--- src/rtl/stream_width_upsizer.sv ---
`default_nettype none
// ============================================================================
// stream_width_upsizer: packs RATIO narrow beats into one registered wide word
// Revision: 1.0
// ============================================================================
module stream_width_upsizer #(
  parameter int IN_WIDTH = 32,
  parameter int RATIO    = 4
) (
  input  logic                      clk_i,
  input  logic                      rst_ni,
  input  logic                      clear_i,
  input  logic                      input_valid_i,
  output logic                      input_ready_o,
  input  logic [IN_WIDTH-1:0]       input_data_i,
  input  logic                      input_last_i,
  output logic                      output_valid_o,
  input  logic                      output_ready_i,
  output logic [IN_WIDTH*RATIO-1:0] output_data_o,
  output logic [RATIO-1:0]          output_keep_o,
  output logic                      output_last_o
);

  localparam int CW = (RATIO < 2) ? 1 : $clog2(RATIO);
  localparam int OW = IN_WIDTH * RATIO;

  generate
    if (RATIO < 2) begin : g_ratio_check
      $error("stream_width_upsizer: RATIO must be >= 2");
    end
  endgenerate

  logic [OW-1:0]    acc_data;
  logic [RATIO-1:0] acc_keep;
  logic [CW-1:0]    cnt;
  logic [OW-1:0]    word_data;
  logic [RATIO-1:0] word_keep;
  logic             accept;
  logic             complete;

  assign input_ready_o = !output_valid_o || output_ready_i;
  assign accept        = input_valid_i && input_ready_o;
  assign complete      = (cnt == CW'(RATIO - 1)) || input_last_i;

  // Accumulator with the current beat merged into lane cnt
  always_comb begin
    word_data = acc_data;
    word_keep = acc_keep;
    for (int k = 0; k < RATIO; k++) begin
      if (cnt == CW'(k)) begin
        word_data[k*IN_WIDTH +: IN_WIDTH] = input_data_i;
        word_keep[k]                      = 1'b1;
      end
    end
  end

  always_ff @(posedge clk_i or negedge rst_ni) begin
    if (!rst_ni) begin
      output_valid_o <= 1'b0;
      output_data_o  <= '0;
      output_keep_o  <= '0;
      output_last_o  <= 1'b0;
      acc_data       <= '0;
      acc_keep       <= '0;
      cnt            <= '0;
    end else if (clear_i) begin
      output_valid_o <= 1'b0;
      output_data_o  <= '0;
      output_keep_o  <= '0;
      output_last_o  <= 1'b0;
      acc_data       <= '0;
      acc_keep       <= '0;
      cnt            <= '0;
    end else begin
      if (output_valid_o && output_ready_i) begin
        output_valid_o <= 1'b0;
      end
      if (accept) begin
        if (complete) begin
          // Load overrides the drain above, giving back-to-back words
          output_valid_o <= 1'b1;
          output_data_o  <= word_data;
          output_keep_o  <= word_keep;
          output_last_o  <= input_last_i;
          acc_data       <= '0;
          acc_keep       <= '0;
          cnt            <= '0;
        end else begin
          acc_data <= word_data;
          acc_keep <= word_keep;
          cnt      <= cnt + CW'(1);
        end
      end
    end
  end

endmodule
`default_nettype wire

--- config.mk ---
export PLATFORM = sky130hd
export DESIGN_NAME = stream_width_upsizer
export DESIGN_NICKNAME = d
export VERILOG_FILES = /design/src/rtl/stream_width_upsizer.sv
export SDC_FILE = /design/constraint.sdc
export NUM_CORES = 1
export LEC_CHECK = 0
export BUFFER_PORTS_ARGS = -buffer_cell sky130_fd_sc_hd__buf_2
export CAP_MARGIN = 20
export CORE_UTILIZATION = 60
export CTS_BUF_LIST = sky130_fd_sc_hd__clkbuf_16
export CTS_CLUSTER_SIZE = 8
export DETAILED_ROUTE_END_ITERATION = 8
export PLACE_DENSITY_LB_ADDON = 0.12
export SYNTH_ARGS = -nofsm -noshare
export SYNTH_HDL_FRONTEND = slang
export SYNTH_SLANG_ARGS = --single-unit
--- constraint.sdc ---
create_clock -name clk_i -period 4.5 [get_ports clk_i]
set_input_delay 0.675 -clock clk_i [delete_from_list [all_inputs] [get_ports clk_i]]
set_output_delay 0.675 -clock clk_i [all_outputs]
set_load 0.02 [all_outputs]
# Yosys cells after proc, flatten, opt, wreduce, memory -nomap -nowiden
# Index checks and enable logic that the tools add are counted.
[op_classes] n_addsub=1 eq_ne=3 muxes=30 n_reduce_logical=9
[op_table] operator="two-way mux 128 bit" n=6
[op_table] operator="two-way mux 32 bit" n=4
[op_table] operator="two-way mux 4 bit" n=6
[op_table] operator="two-way mux 1 bit" n=11
[op_table] operator="two-way mux 2 bit" n=3
[op_table] operator="== test 2 bit (second input constant)" n=2
[op_table] operator="nonzero test 2 bit" n=2
[op_table] operator="adder 2 x 1 -> 2 bit (second input constant)" n=1
[op_table] operator="== test 2 x 1 -> 1 bit (second input constant)" n=1
[op_table] operator="logical AND 1 bit" n=2
[op_table] operator="logical NOT 2 bit" n=1
[op_table] operator="logical OR 1 bit" n=2
[op_table] operator="AND reduction 2 bit" n=1
[op_table] operator="logical NOT 1 bit" n=1
[totals] ff_bits=268 inputBits=38 out_inout_bits=135 elab_cells=50

# Depth between registers and ports, before layout
[logic_depth] ltp_word=5 mapped_depth=8 ltp_nobuf=5

# Least setup slack after synthesis
# No wires, ideal clock.
[synth_path] path_kind="input -> output" start="input output_ready_i" end="output input_ready_o" arrival_time_ns=1.329 t_required_ns=3.825 path_slack_ns=2.496 stages=5 n_path_buf=3 cell_sequence="nor2b_1 buf_2 inv_2 buf_2 buf_2"
[synth_between] elab_chain_len=1
[synth_lines] item="start, declared" line_no="18" text="input logic output_ready_i,"
[synth_lines] item="logical OR 1 bit" line_no="41" text="assign input_ready_o = !output_valid_o || output_ready_i;"
[synth_lines] item="end, declared" line_no="14" text="output logic input_ready_o,"
# Every way passes these cells.

# Final worst setup path
[layout_path] start="register cnt[0]" end="register output_data_o[85]"
[layout_between] elab_chain_len=5 word_cells_on_any_way=9 classes_between="eq/ne: 2; mux: 4; reduce/logical: 3"
[layout_lines] item="start, declared" line_no="35" text="logic [CW-1:0] cnt;"
[layout_lines] item="start signal, assigned" line_no="91" text="cnt <= cnt + CW'(1);"
[layout_lines] item="== test 2 bit" line_no="50" text="if (cnt == CW'(k)) begin"
[layout_lines] item="two-way mux 32 bit" line_no="50"
[layout_lines] item="two-way mux 128 bit" line_no="79" text="if (complete) begin"
[layout_lines] item="two-way mux 128 bit" line_no="78" text="if (accept) begin"
[layout_lines] item="two-way mux 128 bit" line_no="66" text="end else if (clear_i) begin"
[layout_lines] item="end signal, assigned" line_no="82" text="output_data_o <= word_data;"
[layout_lines] item="end, declared" line_no="19" text="output logic [IN_WIDTH*RATIO-1:0] output_data_o,"
# Several ways; a longest one is shown, not always the timed one. The select of a mux whose other input is x is not followed.
# A chain may end at the register's enable or synchronous reset.

==> impl_metrics.csv <==
group,metric,value,unit
timing,hold_viol,0,
critical_path,startpoint,"cnt[0]",
detailed_routing,routed_wl,38080,µm
logic_synthesis,netlist_area,0.01417,mm²
logic_synthesis,ys.flop_type,"dfrtp_1",
floorplan,start_util,0.6182,
floorplan,fp-row-count,55,
timing,rsz0062_at_grt,"false",
logic_synthesis,ys_types,32,
critical_path,arrival,3.06,ns
clocking,clk_path_buf_depth,3,
hold_path,hold_path.class,"in2async",
critical_path,path_class,"reg2reg",
finish,nets,1493,
global_routing,gr-usage-all-layers,0.3177,
logic_synthesis,synth_edf_count,0,
logic_synthesis,yosys_warnings,0,
timing,setup_tns,0,ns
clocking,cts.htree.levels,2,
power,powerDensity,375.1,mW/mm²
timing,period_share,0.5872,
critical_path,start_kind,"flop",
placement,dp_hpwl,21610,µm
finish,finish.utilization,0.7011,
critical_path,worst-path-buf-inv,1,
critical_path,crit_cells,5,
placement,gp_congestion,0.7565,
timing,max_slew_margin,0.2875,
finish,antenna_cells,0,
critical_path,crit_path_max_fanout,60,
detailed_routing,drt-wirelength-per-cell,21.58,µm
global_routing,antenna_found_initial,0,
timing,setup_viol,0,
global_routing,grt_pass1_vias,11100,
finish,drive_gt1_frac,0.2293,
timing,drv_slew,0,
clocking,postCtsSetupBuffers,0,
clocking,cts_resized,0,
critical_path,path_delay_family,"compound AO/OA/AOI/OAI gates",
clocking,cts.sinks,268,
global_routing,grt.overflow.total,0,
floorplan,fp.coreArea,0.02292,mm²
clocking,hold_buffers,0,
power,p_leak,0.007104,µW
global_routing,grt_start_max_net_pins,144,
power,vdd_drop_max,0.2626,mV
logic_synthesis,synth-seq-area-share,0.4734,
logic_synthesis,ys_async_sr_fraction,1.000,
floorplan,io_pins,173,
timing,fmax,378.4,MHz
detailed_routing,drc,0,
critical_path,ff2ff_path_depth,5,
detailed_routing,dr.pass1.iters,5,
finish,area_growth,13.40,%
detailed_routing,post_drt_via_cell_ratio,6.462,
critical_path,r2r_start,"cnt[0]",
placement,port-buffer-count,172,
outcome,status,"complete, no violations",
global_routing,grt_pass1_wl,61270,µm
clocking,clk_latency,0.52,ns
clocking,cts-root-buf,"clkbuf_16",
logic_synthesis,synth-seq-cells,268,
clocking,numCtsBuffers,39,
critical_path,slowest_stage,"o21a_4",
critical_path,max_stage_delay,0.67,ns
clocking,clk_pin_slew,0.05,ns
logic_synthesis,syn_inst,1374,
critical_path,end_kind,"flop",
detailed_routing,final_antenna_net_count,0,
timing,clock_skew,0.02101,ns
timing,period_minus_slack,2.643,ns
detailed_routing,vias,11410,
critical_path,worstPathRequired,4.92,ns
logic_synthesis,syn_avg_cell_area,10.31,µm²
timing,worst-slew-pin-transition,1.069,ns
detailed_routing,drt_iter0_drc,1113,
floorplan,die_area,0.02423,mm²
clocking,tritoncts,"done",
logic_synthesis,synth_nets,1416,
floorplan,die_x,155.7,µm
critical_path,cp_cell_sequence,"ha_2 -> o21a_4 -> buf_4 -> a21oi_1 -> a211oi_2",
floorplan,dieHeight,155.7,µm
flow_run,max-cap-violations,0,
[Yosys cell counts, types with 2 or more instances]
cell | count | area [µm²]
dfrtp_1 | 268 | 6706
a21oi_1 | 137 | 685.7
mux2i_1 | 128 | 1281
nand3_1 | 98 | 490.5
nor2b_1 | 97 | 606.8
nand3b_1 | 96 | 720.7
nand4_1 | 96 | 600.6
o21ai_0 | 88 | 440.4
buf_2 | 82 | 410.4
a211oi_2 | 80 | 1001
clkbuf_1 | 53 | 198.9
a211oi_1 | 52 | 390.4
and2_1 | 36 | 225.2
buf_1 | 13 | 48.80
buf_6 | 9 | 101.4
o21ai_1 | 8 | 40.04
nor2_1 | 5 | 18.77
ha_1 | 4 | 50.05
inv_1 | 4 | 15.01
buf_4 | 3 | 22.52
clkbuf_2 | 3 | 15.01
nor3_1 | 3 | 15.01
inv_2 | 2 | 7.510
[cells in the final DEF, fill, tap and decap left out]
master / instances
bufinv_16: 1
o31ai_1: 1
buf_8: 2
clkbuf_16: 41
o21ai_2: 1
nand4_1: 96
nor2b_1: 96
a211oi_2: 80
o21ai_1: 8
inv_6: 1
a21oi_2: 1
nor3_1: 3
nor2_4: 1
ha_2: 4
o21a_4: 1
o21ai_0: 88
nor2b_4: 1
buf_4: 18
mux2i_1: 128
inv_2: 1
a211oi_1: 52
nand3_1: 98
buf_12: 7
nand3b_1: 96
dfrtp_1: 268
nand2b_1: 1
inv_1: 4
buf_16: 2
nor3_4: 1
and2_1: 36
a21oi_1: 137
o22ai_1: 1
o32ai_1: 1
buf_2: 170
nor2_1: 5
[kinds of logic after synthesis]
| group | Yosys count | share of synthesized area |
|---|---|---|
| buffers and inverters | 169 | 0.05785 |
| flip-flops | 268 | 0.4734 |
| AO/OA/AOI/OAI | 371 | 0.1839 |
| adder cells (fa/ha/maj) | 4 | 0.003533 |
| AND/OR/NAND/NOR | 434 | 0.1909 |
| multiplexers | 128 | 0.09044 |
[power by group]
group | leakage, µW | switching (µW) | internal (µW)
sequential | 0.00366 | 65.8 | 2510
clock | 0.000519 | 1000 | 1640
combinational | 0.00293 | 552 | 253
total | 0.00710 | 1620 | 4410
[per-layer routing]
| metal | vias to the layer above | global-route usage | wire (µm) |
|---|---|---|---|
| met2 | 470 | 0.4726 | 17120 |
| met4 | 0 | 0.08543 | 668 |
| li1 | 5186 | - | - |
| met3 | 62 | 0.06361 | 3035 |
| met5 | - | 0 | 0 |
| met1 | 5687 | 0.4735 | 17260 |
[area by class of cell]
type	instances	area [µm²]
inverters	6	27.53
well taps	313	391.6
clock buffers	41	1026
flip-flops and latches	268	6706
fillers	1715	6850
multi-input cells	937	6673
repair buffers	199	1211
clock inverters	1	30.03
[through the flow]
step	hold WS, ns	worst slack, ns	cells	cell area, µm²	power [µW]
after floorplan	0.3794	2.496	1374	14170	3118
after global placement	0.4675	1.647	1719	14910	3391
after detailed placement	0.4701	1.644	1720	14940	3406
after CTS	0.2493	1.650	1762	16000	6055
after global routing	0.2814	1.717	1765	16070	6222
final	0.2189	1.857	1765	16070	6025
[registers in the layout, indices dropped and copies added (netlist names)]
| register | flops |
|---|---|
| acc_data | 128 |
| acc_keep | 4 |
| cnt | 2 |
| output_data_o | 128 |
| output_keep_o | 4 |
| output_last_o | 1 |
| output_valid_o | 1 |
[final timing paths]
path,end,slack (ns)
min reg2reg,acc_data[119],0.48
min in group clk_i,acc_data[119],0.48
max,output_data_o[85],1.86
max reg2reg,output_data_o[85],1.86
max in group asynchronous,output_data_o[9],3.23
min,output_data_o[121],0.22
(Power assumes the default switching activity.)
